$ cat config.mk
export PLATFORM = sky130hd
export DESIGN_NAME = st4_data_memory_ctrl
export DESIGN_NICKNAME = d
export VERILOG_FILES = /design/src/rtl/st4_mem_pkg.sv /design/src/rtl/st4_mem_array.sv /design/src/rtl/st4_data_memory_ctrl.sv
export SDC_FILE = /design/constraint.sdc
export NUM_CORES = 2
export LEC_CHECK = 0
export CAP_MARGIN = 20
export CORE_MARGIN = 1.5
export CORE_UTILIZATION = 40
export CTS_CLUSTER_DIAMETER = 200
export DETAILED_ROUTE_END_ITERATION = 8
export GPL_TIMING_DRIVEN = 0
export HOLD_SLACK_MARGIN = 0.05
export RECOVER_POWER = 50
export SLEW_MARGIN = 15
export SYNTH_ARGS = -nofsm -noshare
export SYNTH_HDL_FRONTEND = slang
export SYNTH_SLANG_ARGS = --single-unit
$ cat constraint.sdc
create_clock -name clk -period 9.5 [get_ports clk]
set_input_delay 1.9 -clock clk [delete_from_list [all_inputs] [get_ports clk]]
set_output_delay 1.9 -clock clk [all_outputs]
set_load 0.01 [all_outputs]
$ cat src/rtl/st4_mem_pkg.sv
// Shared encodings and byte-lane helpers for the stage-4 data memory controller.
// Helpers work on a 32-bit container; callers truncate to their DATA_W.
package st4_mem_pkg;

    localparam logic [1:0] SZ_NONE = 2'b00;
    localparam logic [1:0] SZ_WORD = 2'b01;
    localparam logic [1:0] SZ_BYTE = 2'b10;
    localparam logic [1:0] SZ_HALF = 2'b11;

    typedef enum logic {CLEAR, RUN} state_t;

    // Access width in bytes; a halfword on a word no wider than 16 bits is a word access.
    function automatic int size_bytes(logic [1:0] size, int nb);
        case (size)
            SZ_BYTE: return 1;
            SZ_HALF: return (nb <= 2) ? nb : 2;
            SZ_WORD: return nb;
            default: return 0;
        endcase
    endfunction

    function automatic logic [3:0] lane_mask(logic [1:0] size, logic [1:0] lane, int nb);
        logic [3:0] full;
        full = (nb == 4) ? 4'hF : (nb == 2) ? 4'h3 : 4'h1;
        case (size)
            SZ_BYTE: return 4'b0001 << lane;
            SZ_HALF: return (nb <= 2) ? full : (4'b0011 << lane);
            SZ_WORD: return full;
            default: return 4'h0;
        endcase
    endfunction

    function automatic logic [31:0] load_extract(logic [31:0] word, logic [1:0] size,
                                                 logic [1:0] lane, logic uns, int nb);
        logic [31:0] sh;
        sh = word >> {lane, 3'b000};
        case (size)
            SZ_BYTE: return uns ? {24'h0, sh[7:0]} : {{24{sh[7]}}, sh[7:0]};
            SZ_HALF: begin
                if (nb <= 2) return sh;
                return uns ? {16'h0, sh[15:0]} : {{16{sh[15]}}, sh[15:0]};
            end
            SZ_WORD: return sh;
            default: return 32'h0;
        endcase
    endfunction

endpackage

$ cat src/rtl/st4_mem_array.sv
// DEPTH x DATA_W RAM with per-byte write enables on the clock edge and a
// combinational read port.
module st4_mem_array #(
    parameter int DATA_W = 16,
    parameter int DEPTH  = 256,
    localparam int NB    = DATA_W / 8,
    localparam int AW    = $clog2(DEPTH)
) (
    input  logic              clk,
    input  logic [NB-1:0]     we,
    input  logic [AW-1:0]     waddr,
    input  logic [DATA_W-1:0] wdata,
    input  logic [AW-1:0]     raddr,
    output logic [DATA_W-1:0] rdata
);

    logic [DATA_W-1:0] mem [DEPTH];

    // NOTE: the storage array has no reset; the controller's CLEAR sequence zeroes it.
    always_ff @(posedge clk) begin
        for (int b = 0; b < NB; b++) begin
            if (we[b]) mem[waddr][b*8 +: 8] <= wdata[b*8 +: 8];
        end
    end

    assign rdata = mem[raddr];

endmodule

$ cat src/rtl/st4_data_memory_ctrl.sv
// Stage-4 (MEM) data memory controller: post-reset clear, byte/half/word access,
// alignment and range faults, registered extended load result.
module st4_data_memory_ctrl
    import st4_mem_pkg::*;
#(
    parameter int DATA_W = 16,
    parameter int ADDR_W = 16,
    parameter int DEPTH  = 256
) (
    input  logic              clk,
    input  logic              rst,
    input  logic [1:0]        MemWrite,
    input  logic [1:0]        MemRead,
    input  logic              LoadUnsigned,
    input  logic [ADDR_W-1:0] Address,
    input  logic [DATA_W-1:0] WriteData,
    output logic [DATA_W-1:0] ReadData,
    output logic              ReadValid,
    output logic              Ready,
    output logic              Fault,
    output logic [ADDR_W-1:0] FaultAddr
);

    localparam int NB = DATA_W / 8;
    localparam int LB = $clog2(NB);
    localparam int AW = $clog2(DEPTH);

    state_t            state, state_nxt;
    logic [AW-1:0]     clr_cnt;
    logic [ADDR_W-1:0] idx_full;
    logic [AW-1:0]     idx;
    logic [1:0]        lane;
    int                acc_bytes;
    logic              active, misaligned, out_of_range, fault, do_write, do_read;
    logic [NB-1:0]     we;
    logic [AW-1:0]     waddr;
    logic [DATA_W-1:0] wdata, rdata;
    logic              rd_pend, rd_uns;
    logic [AW-1:0]     rd_idx;
    logic [1:0]        rd_size, rd_lane;

    assign Ready    = (state == RUN);
    assign idx_full = Address >> LB;
    assign idx      = idx_full[AW-1:0];
    assign lane     = 2'(Address & ADDR_W'(NB - 1));

    // A combined store+load is checked against the wider of the two sizes.
    always_comb begin
        acc_bytes    = (size_bytes(MemWrite, NB) > size_bytes(MemRead, NB))
                       ? size_bytes(MemWrite, NB) : size_bytes(MemRead, NB);
        active       = Ready && (acc_bytes != 0);
        misaligned   = (32'(lane) & 32'(acc_bytes - 1)) != 32'h0;
        out_of_range = 32'(idx_full) >= 32'(DEPTH);
        fault        = active && (misaligned || out_of_range);
        do_write     = active && !fault && !rst && (MemWrite != SZ_NONE);
        do_read      = active && !fault && (MemRead != SZ_NONE);
    end

    // NOTE: every signal driven here gets a default first so no latch is inferred.
    always_comb begin
        state_nxt = state;
        we        = '0;
        waddr     = idx;
        wdata     = WriteData << {lane, 3'b000};
        case (state)
            CLEAR: begin
                we    = '1;
                waddr = clr_cnt;
                wdata = '0;
                if (clr_cnt == AW'(DEPTH - 1)) state_nxt = RUN;
            end
            RUN: if (do_write) we = NB'(lane_mask(MemWrite, lane, NB));
            default: state_nxt = CLEAR;
        endcase
    end

    st4_mem_array #(
        .DATA_W (DATA_W),
        .DEPTH  (DEPTH)
    ) u_array (
        .clk   (clk),
        .we    (we),
        .waddr (waddr),
        .wdata (wdata),
        .raddr (rd_idx),
        .rdata (rdata)
    );

    // NOTE: sequential state uses non-blocking assignments so all registers update together.
    always_ff @(posedge clk) begin
        if (rst) begin
            state     <= CLEAR;
            clr_cnt   <= '0;
            ReadData  <= '0;
            ReadValid <= 1'b0;
            Fault     <= 1'b0;
            FaultAddr <= '0;
            rd_pend   <= 1'b0;
        end else begin
            state     <= state_nxt;
            clr_cnt   <= (state == CLEAR) ? clr_cnt + 1'b1 : clr_cnt;
            Fault     <= fault;
            if (fault) FaultAddr <= Address;
            rd_pend   <= do_read;
            ReadValid <= rd_pend;
            if (rd_pend)
                ReadData <= DATA_W'(load_extract(32'(rdata), rd_size, rd_lane, rd_uns, NB));
        end
    end

    // The array is read one edge after the request, so a same-cycle store is already visible.
    always_ff @(posedge clk) begin
        if (do_read) begin
            rd_idx  <= idx;
            rd_size <= MemRead;
            rd_lane <= lane;
            rd_uns  <= LoadUnsigned;
        end
    end

endmodule

==> run summary <==
RUN STATUS
---------------------------------------------------------------------------------
Run status ......................................................... finished with violations
Failing checks ..................................................... capacitance limit, slew limit

SYNTH
---------------------------------------------------------------------------------
Net count after synthesis ..........................................        7,760
Async S/R FF share, synth ..........................................           0%
Most frequent cells after synthesis ................................ sky130_fd_sc_hd__edfxtp_1, sky130_fd_sc_hd__mux4_2, sky130_fd_sc_hd__nor2_1
Warnings from Yosys ................................................            0
Number of enable flip-flop cells after synthesis ...................        4,108
Distinct cell type count of the synthesized netlist ................           74
Most used DFF post-synth ........................................... sky130_fd_sc_hd__edfxtp_1
Cell area after synthesis ..........................................   0.161 mm^2
Dominant cell type by area after synthesis ......................... sky130_fd_sc_hd__edfxtp_1
Sequential area share after synthesis ..............................        77.2%
Average cell area after synthesis ..................................    20.9 um^2
Number of instances in the synthesized netlist .....................        7,717
Number of synthesized register bits ................................        4,160
Cell with the most instances after synthesis ....................... sky130_fd_sc_hd__edfxtp_1
Portion of synthesized cell area occupied by the leading cell type .        76.5%
Top area cells in the synthesized netlist .......................... sky130_fd_sc_hd__edfxtp_1, sky130_fd_sc_hd__mux4_2, sky130_fd_sc_hd__mux2i_1

CTS
---------------------------------------------------------------------------------
Post-CTS Resized ...................................................            0
Count of H-tree levels built during CTS ............................            5
Clock tree from TritonCTS ..........................................          yes
Clock insertion delay at the later pin of the skew report ..........      1.03 ns
Post-CTS setup repair buffer count .................................            0
Number of CTS-inserted buffers .....................................          420
Sink count of the clock tree .......................................        4,160
Max Buffers Root-to-Sink ...........................................            4
Clock-pin slew on the worst setup and hold paths ...................      0.06 ns
Hold_buf cts .......................................................            0
Library cell used as clock root buffer ............................. sky130_fd_sc_hd__clkbuf_16

POWER AND IR DROP
---------------------------------------------------------------------------------
Peak supply drop ...................................................     0.156 mV
Proportion of total power due to net switching .....................        20.0%
Clock network fraction of total power ..............................        45.6%
Part of the power in registers .....................................        53.9%
Switching component of the power ...................................    0.00740 W
Leakage power of the design ........................................      57.9 nW
Ratio of total power to cell area ..................................  200 mW/mm^2
Share of total power in combinational logic ........................         0.5%
Total Power ........................................................     0.0369 W
Cell Int Power .....................................................     0.0295 W

HOLD PATH
---------------------------------------------------------------------------------
Instance count along the most critical hold path ...................            1
Worst hold path type ...............................................   reg -> reg

TIMING
---------------------------------------------------------------------------------
Worst clock skew ...................................................    0.0719 ns
Hold violation total from the final report .........................            0
Number of pins exceeding their max-slew limit in the final report ..        1,513
Count of endpoints failing setup in the final report ...............            0
Final period util ..................................................        85.7%
Fmax ...............................................................      123 MHz
Worst slew margin ..................................................        -156%
Hold Slack .........................................................     0.462 ns
Actual slew at the worst max-slew pin ..............................      3.85 ns
Total negative slack ...............................................         0 ns
Unrepaired setup endpoints after global routing ....................           no
Clock period minus worst slack .....................................      8.14 ns

CRITICAL PATH
---------------------------------------------------------------------------------
Register-to-Register Path Depth ....................................            8
Maximum fanout count along the critical path .......................           34
Worst reg-to-reg setup slack .......................................      1.36 ns
Kind of end point of the critical path .............................     register
Worst endpoint data arrival time ...................................      8.97 ns
Startpoint type of the worst setup path ............................     register
Category of the most critical setup path ...........................   reg -> reg
Required time of the critical path .................................     10.33 ns

GLOBAL ROUTING
---------------------------------------------------------------------------------
Residual overflow from global routing ..............................            0
First-pass GRT wire length .........................................       785 mm
Antenna violations before repair ...................................           54
All-Layer GR Usage .................................................        29.0%
Via count of the first global-routing pass .........................       86,400
Largest net degree at the start of global routing ..................           91

CELLS AND AREA
---------------------------------------------------------------------------------
Core utilization of the finished layout ............................        46.2%
Ratio of cells with drive above 1 in the final layout ..............        23.2%
Fillers ............................................................       33,000
Number of standard cells in the final layout excluding fillers .....       14,000
NumNets Final ......................................................        8,413
Relative area change from synthesis to final layout ................        14.7%

ROUTE
---------------------------------------------------------------------------------
Met2 wirelength from detailed routing ..............................       262 mm
Vias per inst ......................................................         6.50
Remaining antenna violation count ..................................            0
Met3 wire length ...................................................      81.2 mm
Via total after detailed routing ...................................       91,200
Routed length per instance .........................................      42.8 um
Max Used Layer .....................................................         met5
Detailed-route wire length .........................................       602 mm
First drt pass iteration count .....................................            6
Initial drt markers ................................................       16,900
Routed metal-1 wirelength ..........................................       211 mm
Number of design rule violations left after detail routing .........            0

FLOORPLAN
---------------------------------------------------------------------------------
Initial Utilization ................................................        40.3%
Die width ..........................................................       638 um
Area of the placeable core .........................................   0.400 mm^2
Die Height .........................................................       638 um
Rows ...............................................................          232
Top-Level Pins .....................................................           74
Overall die area ...................................................   0.407 mm^2

RUN
---------------------------------------------------------------------------------
Maximum capacitance violations .....................................           41

PLACED DESIGN
---------------------------------------------------------------------------------
Routability Congestion .............................................         1.01
DP HPWL ............................................................       420 mm
Port bufs ..........................................................           73
Cell count after placement .........................................       13,200

logic make-up (layout without fill, tap and decap cells):
group	count (synthesis)	in the layout	synth area share (%)
AOI/OAI and AO/OA	864	864	3.75
xor gates and xnor gates	6	6	0.0326
adders and majority gates	4	4	0.0310
buffers and inverters	490	1500	1.75
DFF	4160	4160	77.2
muxes	1253	1253	14.7
other	0	50	0
and+or+nand+nor	940	940	2.54
critical path, cell delays in order, from the launching register on:
cell	delay, ns
sky130_fd_sc_hd__dfxtp_1	0.61
sky130_fd_sc_hd__clkbuf_1	0.65
sky130_fd_sc_hd__clkbuf_1	0.97
sky130_fd_sc_hd__clkbuf_1	0.80
sky130_fd_sc_hd__nor2b_1	1.53
sky130_fd_sc_hd__clkbuf_1	1.28
sky130_fd_sc_hd__clkbuf_1	1.46
sky130_fd_sc_hd__buf_16	0.27
sky130_fd_sc_hd__buf_12	0.21
layer usage:
| layer | track usage [%] | vias up |
|---|---|---|
| met2 | 42.5 | 7568 |
| met4 | 18.6 | 28 |
| met1 | 37.0 | 48200 |
| li1 | - | 33800 |
| met5 | 0 | - |
| met3 | 9.85 | 1659 |
sequential cells by signal (all words and copies together), names as in the netlist, 2 cells and up, named ones only:
name         cells
rd_idx           8
ReadData        16
clr_cnt          8
FaultAddr       16
rd_size          2
u_array.mem   4096
layout make-up:
cell class	count	area, um^2	share of cell area, %
buffer	472	2850	1.54
inverter	18	67.6	0.0365
tap	5265	6590	3.56
multi-input combinational	3067	34300	18.5
sequential	4160	124000	67.3
antenna	50	125	0.0677
clock buffer	505	11000	5.96
timing repair buffer	231	2910	1.57
clock inverter	274	2710	1.47
power by group through the flow:
stage,logic [W],clock network [W],registers [W]
5_1_grt,0.000173,0.0175,0.0199
2_1_floorplan,0.0000565,0,0.0203
3_3_place_gp,0.000161,0,0.0203
3_5_place_dp,0.000171,0,0.0203
6_report,0.000178,0.0168,0.0199
4_1_cts,0.000172,0.0168,0.0199
final timing paths:
kind | startpoint | to
max | Ready | u_array.mem[54][12]
min | rd_idx[6] | register
max reg2reg | Ready | u_array.mem[54][12]
min reg2reg | rd_idx[6] | register
per-stage QoR:
| stage | worst slack, ns | area [um^2] |
|---|---|---|
| finish | 1.36 | 185000 |
| global route | 1.23 | 185000 |
| CTS | 2.54 | 186000 |
| detailed placement | 1.69 | 172000 |
| global placement | -3.80 | 169000 |
| floorplan | 2.49 | 161000 |
layout by cell type, fill, tap and decap left out, types with 108 or more instances in the layout:
cell type                   instances
sky130_fd_sc_hd__mux2i_1          319
sky130_fd_sc_hd__edfxtp_1        4108
sky130_fd_sc_hd__buf_6            108
sky130_fd_sc_hd__nor2_1           582
sky130_fd_sc_hd__clkbuf_1         232
sky130_fd_sc_hd__a21oi_1          207
sky130_fd_sc_hd__a22oi_1          285
sky130_fd_sc_hd__clkbuf_16        428
sky130_fd_sc_hd__mux4_2           882
sky130_fd_sc_hd__buf_2            120
No activity file was read; power rests on OpenSTA's default activity.
